$ cat src/rtl/tape_input_bridge_uart_rx.sv
// 8N1 UART receiver: 2-flop synchroniser, mid-bit sampling, one-cycle byte/frame-error pulses.
module uart_rx_8n1 #(
  parameter int CLKS_PER_BIT = 434
) (
  input  logic       clk_i,
  input  logic       rst_n_i,
  input  logic       rxd_i,
  output logic [7:0] byte_o,
  output logic       byte_valid_o,
  output logic       frame_err_o
);
  localparam int CW = $clog2(CLKS_PER_BIT + 1);
  localparam logic [CW-1:0] FULL_M1 = CW'(CLKS_PER_BIT - 1);
  localparam logic [CW-1:0] HALF_M1 = CW'(CLKS_PER_BIT / 2 - 1);

  typedef enum logic [2:0] {RX_IDLE, RX_START, RX_DATA, RX_STOP, RX_WAIT_HIGH} rx_state_e;

  rx_state_e     state_q, state_d;
  logic          sync1_q, sync2_q, prev_q;
  logic [CW-1:0] cnt_q, cnt_d;
  logic [2:0]    bit_q, bit_d;
  logic [7:0]    shift_q, shift_d;
  logic          valid_q, valid_d, ferr_q, ferr_d;

  // Synchroniser and edge history idle high so reset never looks like a start bit.
  always_ff @(posedge clk_i or negedge rst_n_i) begin
    if (!rst_n_i) begin
      sync1_q <= 1'b1;
      sync2_q <= 1'b1;
      prev_q  <= 1'b1;
    end else begin
      sync1_q <= rxd_i;
      sync2_q <= sync1_q;
      prev_q  <= sync2_q;
    end
  end

  always_comb begin
    state_d = state_q;
    cnt_d   = cnt_q;
    bit_d   = bit_q;
    shift_d = shift_q;
    valid_d = 1'b0;
    ferr_d  = 1'b0;
    case (state_q)
      RX_IDLE: begin
        if (prev_q && !sync2_q) begin
          state_d = RX_START;
          cnt_d   = '0;
        end
      end
      RX_START: begin
        if (cnt_q == HALF_M1) begin
          cnt_d   = '0;
          bit_d   = '0;
          state_d = sync2_q ? RX_IDLE : RX_DATA;
        end else cnt_d = cnt_q + 1'b1;
      end
      RX_DATA: begin
        if (cnt_q == FULL_M1) begin
          cnt_d   = '0;
          shift_d = {sync2_q, shift_q[7:1]};
          bit_d   = bit_q + 1'b1;
          if (bit_q == 3'd7) state_d = RX_STOP;
        end else cnt_d = cnt_q + 1'b1;
      end
      RX_STOP: begin
        if (cnt_q == FULL_M1) begin
          cnt_d = '0;
          if (sync2_q) begin
            valid_d = 1'b1;
            state_d = RX_IDLE;
          end else begin
            ferr_d  = 1'b1;
            state_d = RX_WAIT_HIGH;
          end
        end else cnt_d = cnt_q + 1'b1;
      end
      RX_WAIT_HIGH: if (sync2_q) state_d = RX_IDLE;
      default: state_d = RX_IDLE;
    endcase
  end

  always_ff @(posedge clk_i or negedge rst_n_i) begin
    if (!rst_n_i) begin
      state_q <= RX_IDLE;
      cnt_q   <= '0;
      bit_q   <= '0;
      shift_q <= '0;
      valid_q <= 1'b0;
      ferr_q  <= 1'b0;
    end else begin
      state_q <= state_d;
      cnt_q   <= cnt_d;
      bit_q   <= bit_d;
      shift_q <= shift_d;
      valid_q <= valid_d;
      ferr_q  <= ferr_d;
    end
  end

  assign byte_o       = shift_q;
  assign byte_valid_o = valid_q;
  assign frame_err_o  = ferr_q;
endmodule

$ cat src/rtl/tape_input_bridge.sv
// UART-to-tape-reader bridge: received codes are buffered and presented with a 4-phase val/rdy handshake.
module tape_input_bridge #(
  parameter int CLKS_PER_BIT = 434,
  parameter int FIFO_DEPTH   = 16,
  parameter int SETUP_CYCLES = 3
) (
  input  logic                        clk,
  input  logic                        resetn,
  input  logic                        uart_rxd,
  input  logic                        dev_input_rdy,
  output logic                        dev_input_val,
  output logic [4:0]                  dev_input_data,
  output logic [$clog2(FIFO_DEPTH):0] fifo_count,
  output logic                        err_framing,
  output logic                        err_overrun,
  input  logic                        err_clear
);
  localparam int AW   = $clog2(FIFO_DEPTH);
  localparam int CNTW = AW + 1;
  localparam int SW   = $clog2(SETUP_CYCLES + 1);

  typedef enum logic [1:0] {HS_IDLE, HS_SETUP, HS_ASSERT, HS_RELEASE} hs_state_e;

  logic [7:0] rx_byte;
  logic       rx_valid, rx_ferr;
  logic       rx_byte_unused;

  uart_rx_8n1 #(.CLKS_PER_BIT(CLKS_PER_BIT)) u_rx (
    .clk_i        (clk),
    .rst_n_i      (resetn),
    .rxd_i        (uart_rxd),
    .byte_o       (rx_byte),
    .byte_valid_o (rx_valid),
    .frame_err_o  (rx_ferr)
  );
  // Only five-bit tape codes exist; the upper bits of the byte carry nothing.
  assign rx_byte_unused = ^rx_byte[7:5];

  logic [4:0]      mem_q [FIFO_DEPTH];
  logic [AW-1:0]   wr_ptr_q, rd_ptr_q;
  logic [CNTW-1:0] count_q, count_d;
  hs_state_e       hs_q, hs_d;
  logic [SW-1:0]   sc_q, sc_d;
  logic            val_q, val_d;
  logic [4:0]      data_q, data_d;
  logic            ferr_q, oerr_q;
  logic            full, pop, push;

  assign full = (count_q == CNTW'(FIFO_DEPTH));
  assign pop  = (hs_q == HS_IDLE) && dev_input_rdy && (count_q != '0);
  assign push = rx_valid && (!full || pop);

  always_comb begin
    count_d = count_q;
    if (push && !pop)      count_d = count_q + CNTW'(1);
    else if (!push && pop) count_d = count_q - CNTW'(1);
  end

  always_comb begin
    hs_d   = hs_q;
    sc_d   = sc_q;
    val_d  = val_q;
    data_d = data_q;
    case (hs_q)
      HS_IDLE: begin
        val_d = 1'b0;
        if (pop) begin
          data_d = mem_q[rd_ptr_q];
          sc_d   = '0;
          hs_d   = HS_SETUP;
        end
      end
      HS_SETUP: begin
        if (sc_q == SW'(SETUP_CYCLES - 1)) begin
          val_d = 1'b1;
          hs_d  = HS_ASSERT;
        end else sc_d = sc_q + 1'b1;
      end
      HS_ASSERT: begin
        if (!dev_input_rdy) begin
          val_d = 1'b0;
          hs_d  = HS_RELEASE;
        end
      end
      HS_RELEASE: if (dev_input_rdy) hs_d = HS_IDLE;
      default: hs_d = HS_IDLE;
    endcase
  end

  always_ff @(posedge clk) begin
    if (push) mem_q[wr_ptr_q] <= rx_byte[4:0];
  end

  always_ff @(posedge clk or negedge resetn) begin
    if (!resetn) begin
      wr_ptr_q <= '0;
      rd_ptr_q <= '0;
      count_q  <= '0;
      hs_q     <= HS_IDLE;
      sc_q     <= '0;
      val_q    <= 1'b0;
      data_q   <= '0;
      ferr_q   <= 1'b0;
      oerr_q   <= 1'b0;
    end else begin
      if (push) wr_ptr_q <= wr_ptr_q + 1'b1;
      if (pop)  rd_ptr_q <= rd_ptr_q + 1'b1;
      count_q <= count_d;
      hs_q    <= hs_d;
      sc_q    <= sc_d;
      val_q   <= val_d;
      data_q  <= data_d;
      // A new error in the same cycle as a clear keeps the flag set.
      if (rx_ferr)        ferr_q <= 1'b1;
      else if (err_clear) ferr_q <= 1'b0;
      if (rx_valid && !push) oerr_q <= 1'b1;
      else if (err_clear)    oerr_q <= 1'b0;
    end
  end

  assign dev_input_val  = val_q;
  assign dev_input_data = data_q;
  assign fifo_count     = count_q;
  assign err_framing    = ferr_q;
  assign err_overrun    = oerr_q;
endmodule
$ cat config.mk
export PLATFORM = sky130hd
export DESIGN_NAME = tape_input_bridge
export DESIGN_NICKNAME = d
export VERILOG_FILES = /design/src/rtl/tape_input_bridge_uart_rx.sv /design/src/rtl/tape_input_bridge.sv
export SDC_FILE = /design/constraint.sdc
export NUM_CORES = 1
export LEC_CHECK = 0
export BUFFER_PORTS_ARGS = -buffer_cell sky130_fd_sc_hd__buf_2
export CAP_MARGIN = 0
export CORE_MARGIN = 2
export CORE_UTILIZATION = 55
export DETAILED_ROUTE_END_ITERATION = 7
export PLACE_DENSITY = 0.81
export SYNTH_ARGS = -nofsm -noshare
export SYNTH_HDL_FRONTEND = slang
export SYNTH_SLANG_ARGS = --single-unit
$ cat constraint.sdc
create_clock -name clk -period 3.3 [get_ports clk]
set_input_delay 0.33 -clock clk [delete_from_list [all_inputs] [get_ports clk]]
set_output_delay 0.33 -clock clk [all_outputs]
set_load 0.01 [all_outputs]
; ---- Word-level counts from Yosys, hierarchy flattened
; Memory sizes are Yosys's and may differ from the RTL's. A register that Yosys moved wholly into a read port is not among the register bits.
; Index checks and enable logic that the tools add are counted.
[classes]
eq_ne = 23
muxes = 40
n_reduce_logical = 32
addsub = 7
[ops]
columns = op, n
row1 = two-way mux 3 bit, 9
row2 = two-way mux 9 bit, 3
row3 = one-hot mux 9 bit (3 select lines), 1
row4 = one-hot mux 3 bit (5 select lines), 1
row5 = two-way mux 2 bit, 7
row6 = two-way mux 1 bit, 13
row7 = "!= test 2 x 1 -> 1 bit, second input constant", 6
row8 = two-way mux 5 bit, 2
row9 = "!= test 2 bit, second input constant", 5
row10 = nonzero test 2 bit, 5
row11 = "adder 9 x 1 -> 9 bit, second input constant", 1
row12 = "== test 9 x 8 -> 1 bit, second input constant", 1
row13 = "== test 9 bit, second input constant", 1
row14 = AND reduction 3 bit, 3
row15 = "adder 4 x 1 -> 4 bit, second input constant", 2
row16 = one-hot mux 2 bit (4 select lines), 1
row17 = logical AND 1 bit, 7
row18 = "== test 2 bit, second input constant", 3
row19 = "== test 3 x 2 -> 1 bit, second input constant", 2
row20 = "== test 3 bit, second input constant", 2
row21 = one-hot mux 3 bit (2 select lines), 1
row22 = AND reduction 2 bit, 3
row23 = AND reduction 6 bit, 1
row24 = nonzero test 3 bit, 2
row25 = other kinds (16), 20
[totals]
elab_cells = 120
output_inout_bits = 13
input_bits = 5
reg_bits = 48
mem_bits_rw = 80
mem_count = 1
[mem_list]
columns = name, words, word_bits, rd, rd_clocked_by_memory_dff, wr, line_no
row1 = mem_q, 16, 5, 1, 1, 1, tape_input_bridge.sv:39  ; logic [4:0] mem_q [FIFO_DEPTH];

; ---- Longest topological paths before layout
; Gate-level depths: netlist (run 1).
[logic_depth]
depth_word = 9
mapped_depth = 13
depth_no_buf = 12

; ---- Modules after synthesis
; From an unflattened synthesis (run 1), not the netlist that was laid out.
[hier_totals]
cells_unflattened = 408
hier_area_um2 = 5989.5
[modules_own_cells]
columns = module, seq_area_each_um2, area_each_um2, cells_per_inst, n_inst
row1 = tape_input_bridge, 3027.9, 4603.2, 280, 1
row2 = uart_rx_8n1, 704.4, 1386.3, 128, 1

; ---- Worst setup path after synthesis (run 1)
; Ideal clock, no wire load.
[synth_path]
kind = register -> register
start = reg hs_q[0]
end = reg count_q[4] (netlist: fifo_count[4])
synth_period_minus_slack_ns = 2.707
arrival_time_ns = 2.627
setup_time_ns = 0.080
setup_slack_ns = 0.593
n_path_buf = 1
t_required_ns = 3.220
stages_incl_launch_ff = 14
path_cell_list = dfrtp_1 > inv_1 > ha_1 > nand2_1 > nor2_2 > clkinv_4 > buf_6 > ha_1 > inv_1 > ha_1 > a21o_1 > a21oi_1 > mux2i_1 > xnor2_1
[synth_between]
elab_chain_cells = 8
elab_cells_between_ends = 11
cone_classes = mux (1) / reduce/logical (10)
[synth_rtl]
columns = element, line_no
row1 = from (decl), tape_input_bridge.sv:42  ; hs_state_e hs_q, hs_d;
row2 = from (signal assigned), tape_input_bridge.sv:109  ; hs_q <= hs_d;
row3 = logical NOT 2 bit (*), tape_input_bridge.sv:50  ; assign pop = (hs_q == HS_IDLE) && dev_input_rdy && (count_q != '0);
row4 = logical AND 1 bit (*) (2 in a row), tape_input_bridge.sv:50
row5 = logical OR 1 bit, tape_input_bridge.sv:51  ; assign push = rx_valid && (!full || pop);
row6 = logical AND 1 bit, tape_input_bridge.sv:51
row7 = logical NOT 1 bit, tape_input_bridge.sv:56  ; else if (!push && pop) count_d = count_q - CNTW'(1);
row8 = logical AND 1 bit, tape_input_bridge.sv:56
row9 = nonzero test 2 bit (no line), -
row10 = to (signal assigned), tape_input_bridge.sv:108  ; count_q <= count_d;
row11 = to (decl), tape_input_bridge.sv:41  ; logic [CNTW-1:0] count_q, count_d;
; Mark *: on every way between the ends. The rest lies on a longest branch, timed or not.
; A chain may end at the register's enable or synchronous reset.

; ---- Final worst setup path (run 1)
; Ends and elaborated chain as after synthesis.

==> results of run 1 <==
[worst reg2reg max path: cells and delay by family (launching register included)]
kind	cells	cell delay [ns]
and+or+nand+nor	2	0.43
adders and majority gates	3	0.89
AOI/OAI and AO/OA	2	0.35
buffers and inverters	3	0.47
DFF	1	0.40
xor gates and xnor gates	1	0.14
muxes	1	0.24
[through the flow]
step                       util  cell area (sq um)  std cells
after global placement    0.588               6070        548
after global routing      0.649               6700        582
after CTS                 0.648               6690        582
final                     0.649               6700        582
after detailed placement  0.588               6070        548
after floorplan               -               5870        407
[cells in the mapped netlist (all sizes together), types with 8 or more instances]
| cell | instances |
|---|---|
| edfxtp | 80 |
| dfrtp | 50 |
| nand2 | 28 |
| nor2 | 26 |
| a21oi | 24 |
| ha | 21 |
| inv | 21 |
| mux4 | 20 |
| nor2b | 12 |
| mux2 | 11 |
| o21ai | 11 |
| xnor2 | 11 |
| buf | 9 |
| nand3 | 9 |
| clkbuf | 8 |
| nor3 | 8 |
[power by group through the flow]
stage,logic (W),registers (W),clock network (W)
after floorplan,0.000815,0.00211,0
after global placement,0.000985,0.00215,0
after detailed placement,0.00104,0.00216,0
after CTS,0.00105,0.00213,0.00191
after global routing,0.00117,0.00217,0.00198
final,0.00105,0.00213,0.00189
[timing repair]
item / in CTS / in global routing
resized for setup: 0 / 1
buffers inserted: 0 / 0
endpoints found under the hold margin: 23 / 0
setup endpoints to repair: 0 / 1
hold buffers: 2 / 0
[flip-flops by register name, summed over array words and instances (netlist names), 2 cells and up]
signal	count
wr_ptr_q	4
u_rx.bit_q	3
rd_ptr_q	4
hs_q	2
fifo_count	5
u_rx.state_q	3
mem_q	80
sc_q	2
dev_input_data	5
u_rx.cnt_q	9
u_rx.byte_o	8
[path summary, 6_finish.rpt]
| path | startpoint | endpoint | slack [ns] |
|---|---|---|---|
| setup / recovery | hs_q[0] | fifo_count[4] | 0.29 |
| min in group asynchronous | resetn | u_rx.cnt_q[6] | 0.33 |
| max in group asynchronous | resetn | dev_input_data[0] | 2.17 |
| setup reg to reg | hs_q[0] | fifo_count[4] | 0.29 |
| hold / removal | err_clear | err_overrun | 0.08 |
| hold reg to reg | u_rx.sync1_q | u_rx.sync2_q | 0.36 |
[cell type report]
class	instances	area (sq um)	share of cell area
clock buffer	18	428	0.0639
clock inverter	14	176	0.0263
inverter	22	87.6	0.0131
multi-input combinational	235	1960	0.293
sequential	133	3730	0.557
tap	136	170	0.0254
timing repair buffer	24	143	0.0213
[layer usage]
metal  wire length (um)  share of wire  vias to the layer above
li1                   -              -                     1570
met1               4400           0.42                     1684
met5                  0              0                        -
met2               5370           0.51                      124
met3                602          0.057                       15
met4                182          0.017                        0
[cell families (layout without fill, tap and decap cells)]
logic type	Yosys count	in the layout	synth area share
xor+xnor	12	12	0.0179
compound gates	65	65	0.0733
flops	133	133	0.636
buf+inv	39	78	0.0309
fa+ha+maj	22	22	0.0482
mux	35	35	0.107
simple gates	101	101	0.0867
==> parameters.txt, run 1 <==
Parameter                              Value

Outcome
  Run status ... finished, final reports clean

Synthesis
  Library cell occupying the most area in the post-synthesis netlist ... edfxtp_1
  Number of enable-type register cells in the synthesized netlist ... 80
  Sequential share of the synthesized area ... 0.636
  Number of different library cells in the post-synthesis netlist ... between 50 and 60
  Count of state elements after synthesis ... 133
  Netlist area before placement ... about 0.006 sq mm
  Yosys warnings ... 0
  Share of flip-flops with an asynchronous set or reset ... 0.398
  Post-Synthesis Cells ... 407
  Proportion of netlist area held by the largest area contributor ... 0.409
  Synthesized net count ... 434
  Most area-consuming cells after synthesis ... edfxtp_1, dfrtp_1, mux4_2
  Mean cell area of the mapped netlist ... 14.4 sq um
  Flip-flop cell with the highest count after synthesis ... edfxtp_1

Placement
  RD Place Congestion ... 0.779
  Half-perimeter wire length after placement ... slightly below 7000 um
  Number of buffers added on ports ... 17
  Post-placement setup slack ... 0.279 ns

Global routing
  Antenna violations before repair ... 0
  Total track usage ... 0.204
  First-pass GRT wire length ... around 17000 um
  GRT Residual Overflow ... 0
  Global-route met2 utilization ... 0.327
  Grt met3 use ... 0.0581
  Vias in the first global route ... roughly 3500
  Met1 track demand over resource in global routing ... 0.258
  Most Crowded Layer GR ... met2
  Maximum number of pins on one net before global-route repair ... 29

Floorplanning
  Starting utilization of the core area ... 0.569
  Vert. Die Dim ... 107 um
  Width of the chip ... 107 um
  Area of the core ... 0.0103 sq mm
  IO Count ... 18
  Overall die area ... roughly 0.012 sq mm
  Number of cell rows ... 37

Pwr
  Peak supply drop ... 0.517 mV
  Flop pwr share ... 0.421
  PD cells ... ~760 mW/mm^2
  Leakage power summed over all cells ... 2.87 nW
  Final total power ... a little over 0.005 W
  Reported net switching power ... 0.00149 W
  P_int ... 0.00357 W
  Combinational fraction of design power ... 0.207
  Net switching fraction of the power ... 0.295
  Power share of the clock group ... 0.372

Critical path
  Critical path cell sequence ... inv_1, ha_1, nand2_1, nor2_4, clkinv_4, ha_1, inv_1, ha_1, a21o_1, a21oi_1, mux2i_1, xnor2_1
  Crit-path max cell delay ... 0.40 ns
  Critical Path Most Common Cell ... ha_1
  Crit path max-delay cell type ... dfrtp_1
  Levels on crit path ... 12
  Required time at the endpoint of the critical path ... 3.75 ns
  CP arrival ... 3.46 ns
  Top cell family by delay on the critical path ... adder cells
  Startpoint type of the worst setup path ... flop
  Crit Path Class ... flop to flop
  Number of buffer and inverter stages on the critical path ... 3
  Register-to-Register Path Depth ... 12
  Worst Setup End Kind ... flop
  Biggest fanout along the worst timing path ... 17

CTS
  Clock latency of the later-clocked register in the worst-skew pair ... 0.53 ns
  Maximum clock insertion buffer count ... 2
  Total number of H-tree levels ... 4
  Total number of clock tree sinks ... approximately 130
  Clock tree from TritonCTS ... built
  Post-CTS clock slew at the launch and capture registers of the worst setup and hold paths ... about 0.060 ns
  Total CTS buffers ... 17
  Root Buffer ... clkbuf_8

Run
  MaxCap Viol Count ... 0

Cells and area
  Commonest non-fill, non-tap cell in the layout ... edfxtp_1
  Final #Nets ... 460
  Synth-to-Final Area Change ... 14.1%
  Share of post-route cells with drive strength above 1 ... 0.197
  Commonest cells after routing, fill and taps aside ... edfxtp_1, dfrtp_1, nand2_1
  Number of antenna diodes ... 0
  Total of fill cells in the finished design ... 679

Detailed routing
  Drt first-iter violations ... 233
  Number of vias after detailed routing ... 3393
  Antenna viol nets, final ... 0
  Pre-antenna DRT Iters ... 5
  Detailed-route wire length ... 10500 um
  DRC errors left ... 0
  Routed wire length per instance ... 18.1 um
  Mean number of vias per cell ... between 5 and 6

Timing
  Final Hold Slack ... 0.0845 ns
  Summed negative setup slack over all endpoints ... 0 ns
  Tmin final ... 3.01 ns
  Number of pins with negative max-slew slack in the final report ... 0
  Ratio of final minimum period to clock period ... 0.912
  Slew at the pin with the worst max-slew slack ... approximately 0.87 ns
  Maximum clock frequency ... roughly 330 MHz
  Final worst-path setup slack ... 0.290 ns
  Setup repair after global routing missed its margin ... no
  Number of setup violations in the final report ... 0
  Slew margin rel. ... 0.421
  Count of final hold-check violations ... 0
  Worst clock skew ... 0.00669 ns

Min path
  Number of instances on the worst hold path ... 3
  Class of the tightest hold or removal check ... input pin to flop
Power figures use the tool's default switching activity.
==> run 2, diff against run 1 <==
--- a/config.mk
+++ b/config.mk
@@ -8,9 +8,11 @@
 export BUFFER_PORTS_ARGS = -buffer_cell sky130_fd_sc_hd__buf_2
 export CAP_MARGIN = 0
 export CORE_MARGIN = 2
-export CORE_UTILIZATION = 55
+export CORE_UTILIZATION = 50
+export CTS_CLUSTER_SIZE = 16
 export DETAILED_ROUTE_END_ITERATION = 7
-export PLACE_DENSITY = 0.81
+export PLACE_DENSITY = 0.75
+export REMOVE_ABC_BUFFERS = 1
 export SYNTH_ARGS = -nofsm -noshare
 export SYNTH_HDL_FRONTEND = slang
 export SYNTH_SLANG_ARGS = --single-unit
==> parameters.txt, run 2 (same netlist as run 1, synthesis figures left out) <==
Parameter                              Value

Critical path
  Critical path cell sequence ... inv_1, ha_1, nand2_1, nor2_2, clkinv_4, ha_1, inv_1, ha_1, a21o_1, a21oi_1, mux2i_1, xnor2_1
  Number of buffer and inverter stages on the critical path ... 3 (unchanged)
  Endpoint of the worst-slack reg-to-reg timing path ... fifo_count[4]
  Biggest fanout along the worst timing path ... 17 (unchanged)
  Worst Setup End Kind ... flop
  Launching point of the worst reg2reg path ... hs_q[0]
  Register-to-Register Path Depth ... 12 (unchanged)
  Crit Path Class ... flop to flop
  Reg2Reg Setup Slack ... 0.33 ns (+0.04 ns)
  Top cell family by delay on the critical path ... adder cells
  Required time at the endpoint of the critical path ... 3.64 ns (-0.11 ns)
  Critical Path Most Common Cell ... ha_1
  Crit-path max cell delay ... 0.39 ns (about the same)
  Startpoint type of the worst setup path ... flop
  CP arrival ... 3.31 ns (-0.15 ns)
  Crit path max-delay cell type ... dfrtp_1

CTS
  Total number of clock tree sinks ... 133 (unchanged)
  Maximum clock insertion buffer count ... 2 (unchanged)
  # resized after CTS ... 0 (unchanged)
  Total CTS buffers ... 17 (unchanged)
  Post-CTS clock slew at the launch and capture registers of the worst setup and hold paths ... 0.06 ns (about the same)
  Total number of H-tree levels ... 4 (unchanged)
  Clock latency of the later-clocked register in the worst-skew pair ... 0.42 ns (-0.11 ns)
  Clock tree from TritonCTS ... built
  Root Buffer ... clkbuf_16

Min path
  Class of the tightest hold or removal check ... input pin to async pin

Pwr
  Final total power ... 0.00515 W (+1.7%)
  Peak supply drop ... 0.745 mV (+44%)
  PD cells ... 764 mW/mm^2 (+1.1%)
  Leakage power summed over all cells ... 2.90 nW (+0.81%)

Floorplanning
  Area of the core ... 0.0114 sq mm (+11%)
  Number of cell rows ... 39 (+5.4%)
  IO Count ... 18 (unchanged)
  Vert. Die Dim ... 112 um (+4.7%)
  Width of the chip ... 112 um (+4.7%)
  Overall die area ... 0.0126 sq mm (+9.6%)
  Starting utilization of the core area ... 0.514 (-0.0545)

Cells and area
  Final cell count without fillers ... 591 (+1.5%)
  Number of antenna diodes ... 0 (unchanged)
  Total of fill cells in the finished design ... 874 (+29%)
  Most flops, register ... mem_q
  Commonest cells after routing, fill and taps aside ... edfxtp_1, dfrtp_1, nand2_1
  Commonest non-fill, non-tap cell in the layout ... edfxtp_1
  Final #Nets ... 462 (+0.43%)
  Flip-flop count of the largest register after layout ... 80 (unchanged)
  Synth-to-Final Area Change ... 14.9%
  Share of post-route cells with drive strength above 1 ... 0.201 (+0.00358)

Detailed routing
  Number of vias after detailed routing ... 3401 (+0.24%)
  DRC errors left ... 0 (unchanged)
  Detailed-route wire length ... 10800 um (+2.8%)
  Routed wire length on met3 ... 591 um (-1.8%)
  Drt first-iter violations ... 302 (+30%)
  Metal-1 WL ... 4730 um (+7.6%)
  Routed wire length per instance ... 18.4 um (+1.2%)
  Pre-antenna DRT Iters ... 5 (unchanged)
  Mean number of vias per cell ... 5.75 (-1.3%)
  Antenna viol nets, final ... 0 (unchanged)
  Highest signal layer in the routed design ... met4
  Met2 routed wirelength ... 5330 um (-0.63%)

Timing
  Worst clock skew ... 0.00580 ns (-0.000890 ns)
  Maximum clock frequency ... 337 MHz (+1.4%)
  Slew at the pin with the worst max-slew slack ... 0.972 ns (+0.104 ns)
  Summed negative setup slack over all endpoints ... 0 ns (unchanged)
  Setup repair after global routing missed its margin ... no
  Ratio of final minimum period to clock period ... 0.900 (-0.0126)
  Count of final hold-check violations ... 0 (unchanged)
  Number of pins with negative max-slew slack in the final report ... 0 (unchanged)
  Tmin final ... 2.97 ns (-0.0415 ns)
  Number of setup violations in the final report ... 0 (unchanged)
  Slew margin rel. ... 0.352 (-0.0696)

Global routing
  Total track usage ... 0.188 (-0.0161)
  GRT Residual Overflow ... 0 (unchanged)
  Antenna violations before repair ... 0 (unchanged)
  First-pass GRT wire length ... 18100 um (+3.9%)
  Maximum number of pins on one net before global-route repair ... 43 (+48%)
  Vias in the first global route ... 3455 (-0.86%)

Placement
  Cell count after placement ... 558 (+1.8%)
  Number of buffers added on ports ... 17 (unchanged)
  Half-perimeter wire length after placement ... 6860 um (+1.7%)
  RD Place Congestion ... 0.779 (about the same)

Run
  MaxCap Viol Count ... 0 (unchanged)

Outcome
  Run status ... finished, final reports clean
==> run 2: cell count changes in the layout (fill, tap and decap cells not counted), sizes merged <==
cell / previous run / this run
clkinv: 4 / 7
buf: 22 / 25
clkbuf: 18 / 17
inv: 24 / 22
bufinv: 3 / 4
dlygate4sd3: 2 / 1
clkinvlp: 5 / 4
==> run 2: how the worst max path moves through the flow <==
stage,from,end,slack (ns),cells after the start
floorplan,hs_q[0],fifo_count[4],0.67,12
detailed placement,hs_q[1],fifo_count[4],0.37,12
global placement,hs_q[0],fifo_count[4],0.48,12
global route,hs_q[0],fifo_count[4],0.02,12
CTS,hs_q[0],fifo_count[4],0.33,12
finish,hs_q[0],fifo_count[4],0.33,12
==> run 2: worst register-to-register path, delay by kind of cell, from the launching register on <==
family                   cells  cell delay (ns)
buffers and inverters        3             0.48
adder cells (fa/ha/maj)      3             0.86
AO/OA/AOI/OAI                2             0.36
XOR/XNOR                     1             0.13
AND/OR/NAND/NOR              2             0.44
multiplexers                 1             0.23
flip-flops                   1             0.39
==> run 2: repair_timing <==
| item | CTS | global route |
|---|---|---|
| endpoints found under the hold margin | 1 | 0 |
| hold buffers | 1 | 0 |
| buffers inserted | 0 | 0 |
==> run 2: area by class of cell <==
type | count | area (sq um) | area share
multi-input combinational | 235 | 1960 | 0.290
timing repair buffer | 26 | 155 | 0.0230
tap | 143 | 179 | 0.0265
sequential | 133 | 3730 | 0.554
clock inverter | 15 | 206 | 0.0306
clock buffer | 17 | 425 | 0.0631
inverter | 22 | 87.6 | 0.0130
==> run 2: through the flow <==
| stage | hold slack, ns | setup slack [ns] | instance area, sq um | utilization |
|---|---|---|---|---|
| 4_1_cts | 0.104 | 0.333 | 6740 | 0.591 |
| 2_1_floorplan | 0.0344 | 0.668 | 5780 | - |
| 6_report | 0.0781 | 0.332 | 6740 | 0.591 |
| 3_3_place_gp | 0.346 | 0.484 | 6100 | 0.534 |
| 5_1_grt | 0.148 | 0.0187 | 6740 | 0.591 |
| 3_5_place_dp | 0.349 | 0.369 | 6100 | 0.534 |
==> run 2: report_power, final <==
part,total (W),switching (W),internal (W)
combinational,0.00100,0.000512,0.000490
sequential,0.00217,0.000261,0.00191
clock,0.00198,0.000711,0.00127
total,0.00515,0.00148,0.00367
==> run 2: per-layer routing <==
layer  global-route usage  vias to the layer above
met5                    0                        -
met4               0.0772                        0
met3               0.0486                       17
met2                0.290                      108
met1                0.258                     1703
li1                     -                     1573
==> run 3, diff against run 2 <==
--- a/config.mk
+++ b/config.mk
@@ -5,6 +5,7 @@
 export SDC_FILE = /design/constraint.sdc
 export NUM_CORES = 1
 export LEC_CHECK = 0
+export ABC_AREA = 0
 export BUFFER_PORTS_ARGS = -buffer_cell sky130_fd_sc_hd__buf_2
 export CAP_MARGIN = 0
 export CORE_MARGIN = 2
==> constraint.sdc (replaced) <==
create_clock -name clk -period 3.6 [get_ports clk]
set_input_delay 0.36 -clock clk [delete_from_list [all_inputs] [get_ports clk]]
set_output_delay 0.36 -clock clk [all_outputs]
set_load 0.01 [all_outputs]
==> parameters.txt, run 3 (same netlist as run 1, synthesis figures left out) <==
Parameter                              Value

Outcome
  Run status ... finished, final reports clean

Global routing
  GRT Residual Overflow ... 0 (unchanged)
  Vias in the first global route ... 3409 (-1.3%)
  Maximum number of pins on one net before global-route repair ... 36 (-16%)
  Antenna violations before repair ... 0 (unchanged)
  Total track usage ... 0.185 (-0.00304)
  First-pass GRT wire length ... 17800 um (-1.5%)

Timing
  Setup repair after global routing missed its margin ... no
  Tmin final ... 3.03 ns (+0.0645 ns)
  Worst clock skew ... 0.0144 ns (+0.00863 ns)
  Slew at the pin with the worst max-slew slack ... 0.929 ns (-0.0437 ns)
  Number of pins with negative max-slew slack in the final report ... 0 (unchanged)
  Final worst-path setup slack ... 0.567 ns (+0.236 ns)
  Final Hold Slack ... 0.0449 ns (-0.0332 ns)
  Ratio of final minimum period to clock period ... 0.842 (-0.0570)
  Number of setup violations in the final report ... 0 (unchanged)
  Count of final hold-check violations ... 0 (unchanged)
  Slew margin rel. ... 0.381 (+0.0291)
  Maximum clock frequency ... 330 MHz (-2.1%)
  Summed negative setup slack over all endpoints ... 0 ns (unchanged)

Detailed routing
  Antenna viol nets, final ... 0 (unchanged)
  Detailed-route wire length ... 10900 um (about the same)
  DRC errors left ... 0 (unchanged)
  Number of vias after detailed routing ... 3338 (-1.9%)
  Mean number of vias per cell ... 5.67 (-1.5%)
  Drt first-iter violations ... 310 (+2.6%)
  Pre-antenna DRT Iters ... 4 (-1)
  Routed wire length per instance ... 18.4 um (+0.41%)

Min path
  Startpoint of the tightest hold check path ... uart_rxd
  Class of the tightest hold or removal check ... input pin to flop
  Worst Hold End ... u_rx.sync1_q
  Number of instances on the worst hold path ... 1

Pwr
  Leakage power summed over all cells ... 2.87 nW (-1.0%)
  Final total power ... 0.00450 W (-13%)
  Peak supply drop ... 0.572 mV (-23%)
  PD cells ... 677 mW/mm^2 (-11%)

Critical path
  Worst Setup End Kind ... flop
  CP arrival ... 3.38 ns (+0.07 ns)
  Startpoint type of the worst setup path ... flop
  Crit-path max cell delay ... 0.46 ns (+0.07 ns)
  Register-to-Register Path Depth ... 11 (-1)
  Biggest fanout along the worst timing path ... 9 (-8)
  Required time at the endpoint of the critical path ... 3.94 ns (+0.30 ns)
  Endpoint of the worst-slack reg-to-reg timing path ... fifo_count[4]
  Critical path cell sequence ... inv_1, ha_1, nand2_1, a31oi_2, ha_1, inv_1, ha_1, a21o_1, a21oi_1, mux2i_1, xnor2_1
  Levels on crit path ... 11 (-1)
  Crit Path Class ... flop to flop
  Reg2Reg Setup Slack ... 0.57 ns (+0.24 ns)
  Critical Path Most Common Cell ... ha_1
  Launching point of the worst reg2reg path ... hs_q[0]
  Top cell family by delay on the critical path ... adder cells
  Crit path max-delay cell type ... a31oi_2
  Number of buffer and inverter stages on the critical path ... 2 (-1)

Cells and area
  Commonest cells after routing, fill and taps aside ... edfxtp_1, dfrtp_1, nand2_1
  Synth-to-Final Area Change ... 13.2%
  Share of post-route cells with drive strength above 1 ... 0.193 (-0.00807)
  Final #Nets ... 460 (-0.43%)
  Flip-flop count of the largest register after layout ... 80 (unchanged)
  Most flops, register ... mem_q
  Number of antenna diodes ... 0 (unchanged)
  Post-layout instance area ... 0.00665 sq mm (-1.4%)
  Commonest non-fill, non-tap cell in the layout ... edfxtp_1

Placement
  Post-placement setup slack ... 0.619 ns (+0.250 ns)
  Half-perimeter wire length after placement ... 7080 um (+3.2%)
  Number of buffers added on ports ... 17 (unchanged)
  Standard cell area after detailed placement ... 0.00609 sq mm (-0.25%)
  RD Place Congestion ... 0.793 (+1.8%)

Floorplanning
  Width of the chip ... 112 um (unchanged)
  Number of cell rows ... 39 (unchanged)
  IO Count ... 18 (unchanged)
  Area of the core ... 0.0114 sq mm (unchanged)
  Vert. Die Dim ... 112 um (unchanged)
  Overall die area ... 0.0126 sq mm (unchanged)
  Starting utilization of the core area ... 0.514 (unchanged)

CTS
  Total number of clock tree sinks ... 133 (unchanged)
  Total number of H-tree levels ... 4 (unchanged)
  Maximum clock insertion buffer count ... 2 (unchanged)
  Root Buffer ... clkbuf_16
  Total CTS buffers ... 17 (unchanged)
  Clock latency of the later-clocked register in the worst-skew pair ... 0.42 ns (about the same)
  Clock tree from TritonCTS ... built
  Post-CTS clock slew at the launch and capture registers of the worst setup and hold paths ... 0.06 ns (about the same)
  # resized after CTS ... 0 (unchanged)

Run
  MaxCap Viol Count ... 0 (unchanged)
[run 3: area by class of cell]
type	instances	area, sq um
clock inverters	7	46.3
inverters	22	87.6
multi-input cells	235	1960
repair buffers	24	140
clock buffers	25	505
flip-flops and latches	133	3730
well taps	143	179
fillers	883	4770
[run 3: worst max-delay path by stage]
stage                          to  slack, ns  startpoint
global placement    fifo_count[4]       0.76     hs_q[0]
finish              fifo_count[4]       0.57     hs_q[0]
floorplan           fifo_count[4]       0.97     hs_q[0]
CTS                 fifo_count[4]       0.58     hs_q[0]
detailed placement  fifo_count[4]       0.62     hs_q[0]
global route        fifo_count[4]       0.31     hs_q[1]
[run 3: power breakdown]
| group | total (W) | leakage [nW] | switching (W) | internal, W |
|---|---|---|---|---|
| combinational | 0.000896 | 0.975 | 0.000446 | 0.000450 |
| clock | 0.00159 | 0.274 | 0.000616 | 0.000970 |
| sequential | 0.00202 | 1.62 | 0.000264 | 0.00175 |
| total | 0.00450 | 2.87 | 0.00133 | 0.00317 |
[run 3: timing repair]
| action | CTS | global route |
|---|---|---|
| endpoints found under the hold margin | 16 | 0 |
| buffers inserted | 0 | 0 |
| hold buffers | 1 | 0 |
| setup endpoints to repair | 0 | 0 |
[run 3: layer usage]
metal	up-vias	wire length [um]	global-route usage
li1	1568	-	-
met1	1704	4880	0.244
met2	57	5530	0.301
met3	9	326	0.0540
met5	-	0	0
met4	0	118	0.0561
[run 3: stage by stage]
stage          cells   util
3_5_place_dp     556  0.533
5_1_grt          589  0.582
3_3_place_gp     556  0.533
6_report         589  0.582
4_1_cts          589  0.582
2_1_floorplan    390      -
[run 3: worst register-to-register path: stages (launching register included)]
cell     delay [ns]
dfrtp_1        0.40
inv_1          0.13
ha_1           0.29
nand2_1        0.16
a31oi_2        0.46
ha_1           0.32
inv_1          0.13
ha_1           0.32
a21o_1         0.19
a21oi_1        0.18
mux2i_1        0.24
xnor2_1        0.13
